File: src/rtl/ecc_reg_file_scrub.sv
`default_nettype none
// ============================================================================
// Module   : ecc_reg_file_scrub
// Purpose  : SEC-DED protected register file with two corrected read ports,
//            a background scrubber that repairs single-bit upsets in place,
//            and a debug port that flips stored codeword bits.
// Revision : 1.0  initial release
// ============================================================================
module ecc_reg_file_scrub #(
    parameter  int DATA_W         = 32,
    parameter  int DEPTH          = 32,
    parameter  int SCRUB_INTERVAL = 64,
    parameter  int CNT_W          = 16,
    localparam int P              = $clog2(DATA_W + $clog2(DATA_W + 1) + 1),
    localparam int CW_W           = DATA_W + P + 1,
    localparam int AW             = $clog2(DEPTH)
) (
    input  logic              clk,
    input  logic              rstN,
    input  logic [AW-1:0]     raddr1_i,
    input  logic [AW-1:0]     raddr2_i,
    output logic [DATA_W-1:0] rdata1_o,
    output logic [DATA_W-1:0] rdata2_o,
    output logic              rerr1_sec_o,
    output logic              rerr2_sec_o,
    output logic              rerr1_ded_o,
    output logic              rerr2_ded_o,
    input  logic              we_i,
    input  logic [AW-1:0]     waddr_i,
    input  logic [DATA_W-1:0] wdata_i,
    input  logic              scrub_en_i,
    input  logic              inj_en_i,
    input  logic [AW-1:0]     inj_addr_i,
    input  logic [CW_W-1:0]   inj_mask_i,
    output logic              scrub_busy_o,
    output logic [CNT_W-1:0]  corr_cnt_o,
    output logic [CNT_W-1:0]  uncorr_cnt_o,
    output logic              uncorr_flag_o
);

    // Codeword bit 0 is overall parity; bits 1..c_NPOS are Hamming positions.
    localparam int c_NPOS = DATA_W + P;
    localparam int c_TW   = (SCRUB_INTERVAL > 1) ? $clog2(SCRUB_INTERVAL) : 1;
    localparam logic [c_TW-1:0] c_TLAST = c_TW'(SCRUB_INTERVAL - 1);

    typedef enum logic [1:0] {
        S_IDLE  = 2'd0,
        S_CHECK = 2'd1,
        S_FIX   = 2'd2
    } state_t;

    typedef struct packed {
        logic [CW_W-1:0] cw;
        logic            sec;
        logic            ded;
    } dec_t;

    function automatic logic [P-1:0] f_syndrome(input logic [CW_W-1:0] cw);
        logic [P-1:0] s;
        s = '0;
        for (int pos = 1; pos <= c_NPOS; pos++) begin
            if (cw[pos]) s = s ^ P'(pos);
        end
        return s;
    endfunction

    function automatic logic [CW_W-1:0] f_encode(input logic [DATA_W-1:0] d);
        logic [CW_W-1:0] cw;
        logic [P-1:0]    s;
        int              di;
        cw = '0;
        di = 0;
        for (int pos = 1; pos <= c_NPOS; pos++) begin
            if ((pos & (pos - 1)) != 0) begin
                cw[pos] = d[di];
                di++;
            end
        end
        // Placing the data-only syndrome into the power-of-two slots zeroes it.
        s = f_syndrome(cw);
        for (int i = 0; i < P; i++) cw[1 << i] = s[i];
        cw[0] = ^cw[CW_W-1:1];
        return cw;
    endfunction

    function automatic logic [DATA_W-1:0] f_extract(input logic [CW_W-1:0] cw);
        logic [DATA_W-1:0] d;
        int                di;
        d  = '0;
        di = 0;
        for (int pos = 1; pos <= c_NPOS; pos++) begin
            if ((pos & (pos - 1)) != 0) begin
                d[di] = cw[pos];
                di++;
            end
        end
        return d;
    endfunction

    function automatic dec_t f_decode(input logic [CW_W-1:0] cw);
        dec_t         r;
        logic [P-1:0] s;
        s     = f_syndrome(cw);
        r.cw  = cw;
        r.sec = 1'b0;
        r.ded = 1'b0;
        if (^cw) begin
            r.sec = 1'b1;
            if (s == '0) begin
                r.cw[0] = ~cw[0];
            end else if (int'(s) <= c_NPOS) begin
                r.cw[s] = ~cw[s];
            end else begin
                // Syndrome points outside the codeword: not a correctable pattern.
                r.sec = 1'b0;
                r.ded = 1'b1;
            end
        end else if (s != '0) begin
            r.ded = 1'b1;
        end
        return r;
    endfunction

    logic [CW_W-1:0]  r_mem [DEPTH];
    state_t           r_state;
    logic [AW-1:0]    r_ptr;
    logic [c_TW-1:0]  r_timer;
    logic [CW_W-1:0]  r_fix_cw;
    logic [CNT_W-1:0] r_corr;
    logic [CNT_W-1:0] r_uncorr;
    logic             r_flag;

    state_t           w_state_nxt;
    logic [AW-1:0]    w_ptr_nxt;
    logic [AW-1:0]    w_ptr_inc;
    logic [c_TW-1:0]  w_timer_nxt;
    logic             w_corr_inc;
    logic             w_uncorr_inc;
    dec_t             w_dec1;
    dec_t             w_dec2;
    dec_t             w_dec_s;
    logic             w_arch_wr;
    logic             w_inj_wr;
    logic             w_fix_wr;
    logic             w_fix_abort;
    logic             w_ptr_hit;
    logic             w_wr_en;
    logic [AW-1:0]    w_wr_addr;
    logic [CW_W-1:0]  w_wr_cw;

    assign w_dec1  = f_decode(r_mem[raddr1_i]);
    assign w_dec2  = f_decode(r_mem[raddr2_i]);
    assign w_dec_s = f_decode(r_mem[r_ptr]);

    always_comb begin
        rdata1_o    = f_extract(w_dec1.cw);
        rerr1_sec_o = w_dec1.sec;
        rerr1_ded_o = w_dec1.ded;
        rdata2_o    = f_extract(w_dec2.cw);
        rerr2_sec_o = w_dec2.sec;
        rerr2_ded_o = w_dec2.ded;
        if (raddr1_i == '0) begin
            rdata1_o    = '0;
            rerr1_sec_o = 1'b0;
            rerr1_ded_o = 1'b0;
        end
        if (raddr2_i == '0) begin
            rdata2_o    = '0;
            rerr2_sec_o = 1'b0;
            rerr2_ded_o = 1'b0;
        end
    end

    // Single physical write port: architectural write > injection > scrub fix.
    assign w_arch_wr   = we_i && (waddr_i != '0);
    assign w_inj_wr    = inj_en_i && !we_i && (inj_addr_i != '0);
    assign w_fix_wr    = (r_state == S_FIX) && !we_i && !inj_en_i;
    assign w_fix_abort = (r_state == S_FIX) && we_i && (waddr_i == r_ptr);
    assign w_ptr_hit   = (we_i && (waddr_i == r_ptr)) ||
                         (inj_en_i && !we_i && (inj_addr_i == r_ptr));
    assign w_ptr_inc   = (r_ptr == AW'(DEPTH - 1)) ? AW'(1) : r_ptr + 1'b1;

    always_comb begin
        w_wr_en   = 1'b0;
        w_wr_addr = r_ptr;
        w_wr_cw   = r_fix_cw;
        if (w_arch_wr) begin
            w_wr_en   = 1'b1;
            w_wr_addr = waddr_i;
            w_wr_cw   = f_encode(wdata_i);
        end else if (w_inj_wr) begin
            w_wr_en   = 1'b1;
            w_wr_addr = inj_addr_i;
            w_wr_cw   = r_mem[inj_addr_i] ^ inj_mask_i;
        end else if (w_fix_wr) begin
            w_wr_en   = 1'b1;
        end
    end

    always_ff @(posedge clk or negedge rstN) begin
        if (!rstN) begin
            for (int i = 0; i < DEPTH; i++) r_mem[i] <= '0;
        end else if (w_wr_en) begin
            r_mem[w_wr_addr] <= w_wr_cw;
        end
    end

    always_comb begin
        w_state_nxt  = r_state;
        w_ptr_nxt    = r_ptr;
        w_timer_nxt  = r_timer;
        w_corr_inc   = 1'b0;
        w_uncorr_inc = 1'b0;
        case (r_state)
            S_IDLE: begin
                if (scrub_en_i) begin
                    if (r_timer == c_TLAST) begin
                        w_timer_nxt = '0;
                        w_state_nxt = S_CHECK;
                    end else begin
                        w_timer_nxt = r_timer + 1'b1;
                    end
                end
            end
            S_CHECK: begin
                if (w_dec_s.sec) begin
                    w_corr_inc = 1'b1;
                    // A same-cycle update of this entry supersedes the repair.
                    if (w_ptr_hit) begin
                        w_ptr_nxt   = w_ptr_inc;
                        w_state_nxt = S_IDLE;
                    end else begin
                        w_state_nxt = S_FIX;
                    end
                end else begin
                    w_uncorr_inc = w_dec_s.ded;
                    w_ptr_nxt    = w_ptr_inc;
                    w_state_nxt  = S_IDLE;
                end
            end
            S_FIX: begin
                if (w_fix_abort || w_fix_wr) begin
                    w_ptr_nxt   = w_ptr_inc;
                    w_state_nxt = S_IDLE;
                end
            end
            default: w_state_nxt = S_IDLE;
        endcase
    end

    always_ff @(posedge clk or negedge rstN) begin
        if (!rstN) begin
            r_state  <= S_IDLE;
            r_ptr    <= AW'(1);
            r_timer  <= '0;
            r_fix_cw <= '0;
            r_corr   <= '0;
            r_uncorr <= '0;
            r_flag   <= 1'b0;
        end else begin
            r_state <= w_state_nxt;
            r_ptr   <= w_ptr_nxt;
            r_timer <= w_timer_nxt;
            if (r_state == S_CHECK) r_fix_cw <= w_dec_s.cw;
            if (w_corr_inc && (r_corr != '1)) r_corr <= r_corr + 1'b1;
            if (w_uncorr_inc) begin
                r_flag <= 1'b1;
                if (r_uncorr != '1) r_uncorr <= r_uncorr + 1'b1;
            end
        end
    end

    assign scrub_busy_o  = (r_state != S_IDLE);
    assign corr_cnt_o    = r_corr;
    assign uncorr_cnt_o  = r_uncorr;
    assign uncorr_flag_o = r_flag;

endmodule
`default_nettype wire

File: config.mk
export PLATFORM = sky130hd
export DESIGN_NAME = ecc_reg_file_scrub
export DESIGN_NICKNAME = d
export VERILOG_FILES = /design/src/rtl/ecc_reg_file_scrub.sv
export SDC_FILE = /design/constraint.sdc
export NUM_CORES = 2
export LEC_CHECK = 0
export ABC_AREA = 0
export BUFFER_PORTS_ARGS = -buffer_cell sky130_fd_sc_hd__buf_2
export CAP_MARGIN = 20
export CORE_ASPECT_RATIO = 0.9
export CORE_MARGIN = 2
export CORE_UTILIZATION = 65
export DETAILED_ROUTE_END_ITERATION = 8
export GPL_TIMING_DRIVEN = 1
export PLACE_DENSITY = 0.82
export SYNTH_ARGS = -nofsm -noshare
export SYNTH_HDL_FRONTEND = slang
export SYNTH_SLANG_ARGS = --single-unit
File: constraint.sdc
create_clock -name clk -period 6.4 [get_ports clk]
set_clock_uncertainty 0.05 [all_clocks]
set_input_delay 0.32 -clock clk [delete_from_list [all_inputs] [get_ports clk]]
set_output_delay 0.32 -clock clk [all_outputs]
set_load 0.02 [all_outputs]
# After elaboration in Yosys (flattened, before gate mapping)
# Cells that the tools add are included.
# Widths: inputs -> output; s select.
op_classes:
  add_sub_neg: 34
  n_lt_le_gt_ge: 46
  n_eq_ne: 12
  n_mux: 417
  bitwise_logic: 154
  reduce_logical: 39
op_table:
  columns: ["cell", "n"]
  rows:
  - ["$bwmux 1248", 1]
  - ["$mux 32", 33]
  - ["$lt 32x7->1 const B", 31]
  - ["$add 32x2->32 const B", 30]
  - ["$bmux 39 s5", 4]
  - ["$mux 39", 14]
  - ["$mux 6", 60]
  - ["$mux 5", 69]
  - ["$demux 39 s5", 1]
  - ["$not 3->3", 52]
  - ["$bmux 1 s5", 31]
  - ["$mux 4", 31]
  - ["$mux 1", 123]
  - ["$mux 40", 3]
  - ["$bwmux 39", 3]
  - ["$reduce_xor 39->1", 3]
  - ["$mux 38", 3]
  - ["$not 2->2", 51]
  - ["$not 4->4", 20]
  - ["$mux 3", 15]
  - ["$xor 39x39->39", 1]
  - ["$reduce_xor 38->1", 1]
  - ["$mux 2", 18]
  - ["$add 16x1->16 const B", 2]
  - ["other kinds (35)", 102]
word_totals:
  regBits: 1333
  output_inout_bits: 102
  wordCells: 741

# Longest topological paths before layout
logic_depth:
  depth_word: 102
  depth_mapped: 24
  ltp_nobuf: 14

# Worst setup path before layout
# No wires, ideal clock.
synth_timing:
  path_kind: "input to output"
  startpoint: "input port raddr1_i[0]"
  endpoint: "output port rdata1_o[20]"
  t_arrival_ns: 5.759
  setup_slack_ns: 0.271
  stages: 19
  n_path_buf: 8
  cell_sequence: "buf_2 -> buf_6 -> buf_2 -> buf_2 -> buf_2 -> buf_2 -> mux4_2 -> mux4_2 -> mux2i_1 -> xnor2_1 -> xnor2_1 -> xor2_1 -> xnor2_1 -> clkbuf_1 -> nor2_1 -> and2_1 -> a221o_1 -> buf_2 -> o41ai_1"
synth_via:
  elab_chain_len: 69
synth_lines:
  columns: ["item", "line_no", "rtl"]
  rows:
  - ["start, declared", "20", "input logic [AW-1:0] raddr1_i,"]
  - ["$not 5->6 (implied by the code)", "151", "assign w_dec1 = f_decode(r_mem[raddr1_i]);"]
  - ["$bmux 39 s5", "151", null]
  - ["$mux 39 (implied by the code) (2 in series)", "151", null]
  - ["$mux 1", "62", "if (cw[pos]) s = s ^ P'(pos);"]
  - ["$mux 2", "62", null]
  - ["$not 2->2 (no line)", null, null]
  - ["$mux 2", "62", null]
  - ["$mux 3", "62", null]
  - ["(+52 left out)", null, null]
  - ["$logic_and 1x1->1 (implied by the code)", "112", "r.cw[s] = ~cw[s];"]
  - ["$mux 1 (implied by the code)", "112", null]
  - ["$demux 1 s6", "112", null]
  - ["$bwmux 39", "112", null]
  - ["$mux 39", "111", "end else if (int'(s) <= c_NPOS) begin"]
  - ["$mux 38", "109", "if (s == '0) begin"]
  - ["$mux 40", "107", "if (^cw) begin"]
  - ["$mux 32 (*)", "162", "if (raddr1_i == '0) begin"]
  - ["end, declared", "22", "output logic [DATA_W-1:0] rdata1_o,"]
# Every way passes the cells marked *; elsewhere a longest branch is shown, timed or not. The select of a mux whose other input is x is not followed.

# Final worst setup path
layout_timing:
  startpoint: "register r_mem[197] (netlist name)"
  endpoint: "output port rdata2_o[15]"
layout_via:
  elab_chain_len: 67
layout_lines:
  columns: ["item", "line_no", "rtl"]
  rows:
  - ["start, declared", "124", "logic [CW_W-1:0] r_mem [DEPTH];"]
  - ["start signal, assigned by index", "204", "r_mem[w_wr_addr] <= w_wr_cw;"]
  - ["$bmux 39 s5 (*)", "152", "assign w_dec2 = f_decode(r_mem[raddr2_i]);"]
  - ["$mux 39 (implied by the code) (*) (2 in series)", "152", null]
  - ["$mux 2", "62", null]
  - ["$not 2->2 (no line)", null, null]
  - ["$mux 2", "62", null]
  - ["$mux 3 (2 in series)", "62", null]
  - ["$not 2->2 (no line)", null, null]
  - ["$mux 3", "62", null]
  - ["(+49 left out)", null, null]
  - ["$logic_and 1x1->1 (implied by the code)", "112", null]
  - ["$mux 1 (implied by the code)", "112", null]
  - ["$demux 1 s6", "112", null]
  - ["$bwmux 39", "112", null]
  - ["$mux 39", "111", null]
  - ["$mux 38", "109", null]
  - ["$mux 40 (*)", "107", null]
  - ["$mux 32 (*)", "167", "if (raddr2_i == '0) begin"]
  - ["end, declared", "23", "output logic [DATA_W-1:0] rdata2_o,"]
# Marks and branches as above.

==> summary.md <==
| Metric | Value |
|---|---|
| Most numerous cell on the critical path | `buf_6` |
| Mux contribution to synthesized area | `51.6%` |
| Peak Freq | `0.153 GHz` |
| CP Launch Type | `flip-flop` |
| Crit Path Max Fanout | `8` |
| Max cap viols | `0` |
| First-pass GRT wire length | `538 mm` |
| Via count | `75.3k` |
| TritonCTS clock tree | `done` |
| CTS Sinks | `between 1k and 1.5k` |
| Synth Register Bits | `1333` |
| Largest net degree at the start of global routing | `around 190` |
| Post-synthesis compound-gate area fraction | `3.79%` |
| Wire length per cell | `41.6 um` |
| Routability congestion estimate | `approximately 1.1` |
| Worst hold path type | `input pin to async pin` |
| Die footprint | `roughly 0.15 mm^2` |
| Area Growth Syn to Fin | `12.2%` |
| Detailed Place HPWL | `~240 mm` |
| Vias per std cell | `a little over 8` |
| Critical path's slowest cell | `mux4_2` |
| Post-Synth Simple-Gate Area | `3.12%` |
| Total gr overflow | `0` |
| Relative slew margins | `approximately 11%` |
| Fin crit share | `102%` |
| Failing checks | `DRC, setup timing` |
| GRT Overall Usage | `49.5%` |
| Ys Warns | `0` |
| Max incr delay on CP | `0.56 ns` |
| Num ports | `between 150 and 200` |
| Outcome | `finished with violations` |
| Inst Count DP | `8740` |
| Measured slew at the worst slew-check pin | `1.34 ns` |
| Top-count cell post-synth | `mux4_2` |
| Hold Vio Cnt, Final | `0` |
| Deepest clock path buffer count | `3` |
| Synth top area cells | `dfrtp_1, mux4_2, mux2_2` |
| Post-Route WL | `377 mm` |
| Cell Count, Final, Fillers Out | `9065` |
| Die X | `413 um` |
| Drt first-iter violations | `around 12k` |
| RSZ-0062 raised after global routing | `true` |
| Synth Net Count | `around 7k` |
| Sequential area share after synthesis | `between 30% and 40%` |
| First-pass DRT Iterations | `9` |
| FF/Latch Area | `0.0334 mm^2` |
| Worst setup margin | `-0.141 ns` |
| Fin. max-slew vios | `0` |
| Clk_lat worst skew | `about 0.86 ns` |
| CTS Buf Count | `148` |
| Post-route minimum period | `around 6.5 ns` |
| Post-Synthesis Cells | `6791` |
| Cell taking the most area after synthesis | `dfrtp_1` |
| Clock H-tree levels | `4` |
| Post-synth top cells | `mux4_2, dfrtp_1, mux2_2` |
| Syn Area/Cell | `14.4 um^2` |
| Crit path required time | `between 6 and 7 ns` |
| Ys async rst share | `100%` |
| Clock slew at reported path FFs | `0.06 ns` |
| EDFF count, synth | `0` |
| Nets | `7049` |
| Critical path arrival | `6.17 ns` |
| # rows | `between 100 and 150` |
| Post-synth cell types | `83` |
| Xor/xnor cell area share of the yosys netlist | `3.70%` |
| Initial antenna violation count | `17` |
| Worst R2R End | `uncorr_cnt_o[9]$_DFFE_PN0P_` |
| Post-route ant nets | `0` |
| Placement Setup Slack | `-0.442 ns` |
| Setup TNS | `-0.914 ns` |
| DIE HEIGHT | `372 um` |
| Flop-to-flop setup slack | `0.22 ns` |
| Post-synthesis adder-cell area fraction | `0.0742%` |
| Starting Density | `between 60% and 70%` |
| Footprint of the multi-input gates | `about 0.062 mm^2` |
| Root buffer cell | `clkbuf_16` |
| Cells along the critical path | `mux4_2 > mux4_2 > xor2_1 > mux2i_2 > xnor3_1 > xnor3_2 > xor2_4 > buf_6 > mux2_4 > nor2_2 > a21oi_2 > a211oi_2 > or3_4 > or3b_4 > buf_6 > o21ai_4 > buf_6` |
| Largest family of logic cells by synthesized area | `multiplexers` |
| Post-synth top area share | `between 30 and 40%` |
| Worst r2r src | `r_ptr[0]$_DFFE_PN1P_` |
| Dominant synthesized flop cell | `dfrtp_1` |
| Setup Viol. Count Final | `18` |
| Core Region | `0.150 mm^2` |
| Mapped Area | `0.0978 mm^2` |
| Filler cells | `a little over 9k` |
| DRC errors left | `2` |
| Vias in the first global route | `74.0k` |
| WHS | `0.0278 ns` |
| Layout cells sized above 1 | `54.7%` |
| Endpoint class of the critical path | `output pin` |
| FF-to-FF path depth | `16` |
| PortBufs | `~200` |
| Worst Setup Path Type | `flip-flop to output pin` |
==> critical path: cells and delay by family (launching register included) <==
family / cells / cell delay [ns]
multiplexers: 4 / 1.49
XOR/XNOR: 4 / 1.45
AND/OR/NAND/NOR: 3 / 0.83
AO/OA/AOI/OAI: 3 / 0.59
buffers and inverters: 3 / 0.51
flip-flops: 1 / 0.44
==> through the flow <==
step / utilization, % / area [um^2]
floorplan: - / 97800
finish: 73.1 / 110000
global route: 73.1 / 110000
CTS: 72.6 / 109000
global placement: 68.8 / 103000
detailed placement: 68.8 / 103000
==> worst max path at each step <==
stage / start / endpoint / slack [ns] / cells past startpoint
floorplan: raddr1_i[0] / rdata1_o[20] / 0.27 / 19
global placement: raddr2_i[0] / rdata2_o[31] / -0.46 / 18
detailed placement: raddr2_i[0] / rdata2_o[31] / -0.44 / 18
CTS: r_mem[721]$_DFFE_PN0P_ / rdata2_o[13] / 0.002 / 16
global route: r_mem[977]$_DFFE_PN0P_ / rdata2_o[15] / -0.19 / 15
finish: r_mem[197]$_DFFE_PN0P_ / rdata2_o[15] / -0.14 / 17
==> timing repair <==
item | in CTS | in global routing
endpoints found under the setup margin | 65 | 65
hold buffers | 4 | 0
endpoints found under the hold margin | 107 | 0
buffers inserted | 6 | 19
cloned | 1 | 2
gates resized for setup | 83 | 72
pin swaps | 5 | 20
==> layout by cell type, fill, tap and decap left out, drive strengths merged, types with 18 or more instances in the layout <==
cell type	n
a211oi	18
a21oi	138
a22oi	132
and3	22
buf	732
bufinv	19
clkbuf	186
clkinv	37
dfrtp	1332
inv	51
mux2	1258
mux2i	434
mux4	1418
nand2	160
nand2b	21
nand3	115
nand4	24
nor2	213
nor2b	21
o211ai	22
o21ai	79
o31ai	21
o41ai	27
xnor2	212
xnor3	24
xor2	131
==> area by class of cell <==
| cell class | instances | area share (%) |
|---|---|---|
| clock buffer | 183 | 3.67 |
| timing repair buffer | 739 | 5.91 |
| inverter | 37 | 0.133 |
| sequential | 1333 | 30.4 |
| tap | 1986 | 2.27 |
| clock inverter | 87 | 1.03 |
| antenna | 11 | 0.0251 |
| multi-input combinational | 4689 | 56.5 |
==> flip-flops by register name, summed over array words and instances (netlist names) <==
register       count
uncorr_cnt_o      16
r_state            2
corr_cnt_o        16
uncorr_flag_o      1
r_mem           1248
r_ptr              5
r_fix_cw          39
r_timer            6
==> per-layer routing <==
layer	wire (um)	up-vias	part of all wire (%)	global-route usage, %
met1	121000	38300	32	61.5
met5	229	-	0.061	0.940
met4	37800	26	10	38.8
met2	154000	7464	41	66.3
met3	64000	1988	17	23.8
li1	-	27600	-	-
==> logic make-up after synthesis <==
logic type,after synthesis
buffers and inverters,770
xor gates and xnor gates,367
muxes,3110
adders and majority gates,6
DFF,1333
AOI/OAI and AO/OA,551
and+or+nand+nor,654
Power is not shown: default switching activity piles up to over one toggle a cycle in this logic, so the estimate is an artifact.
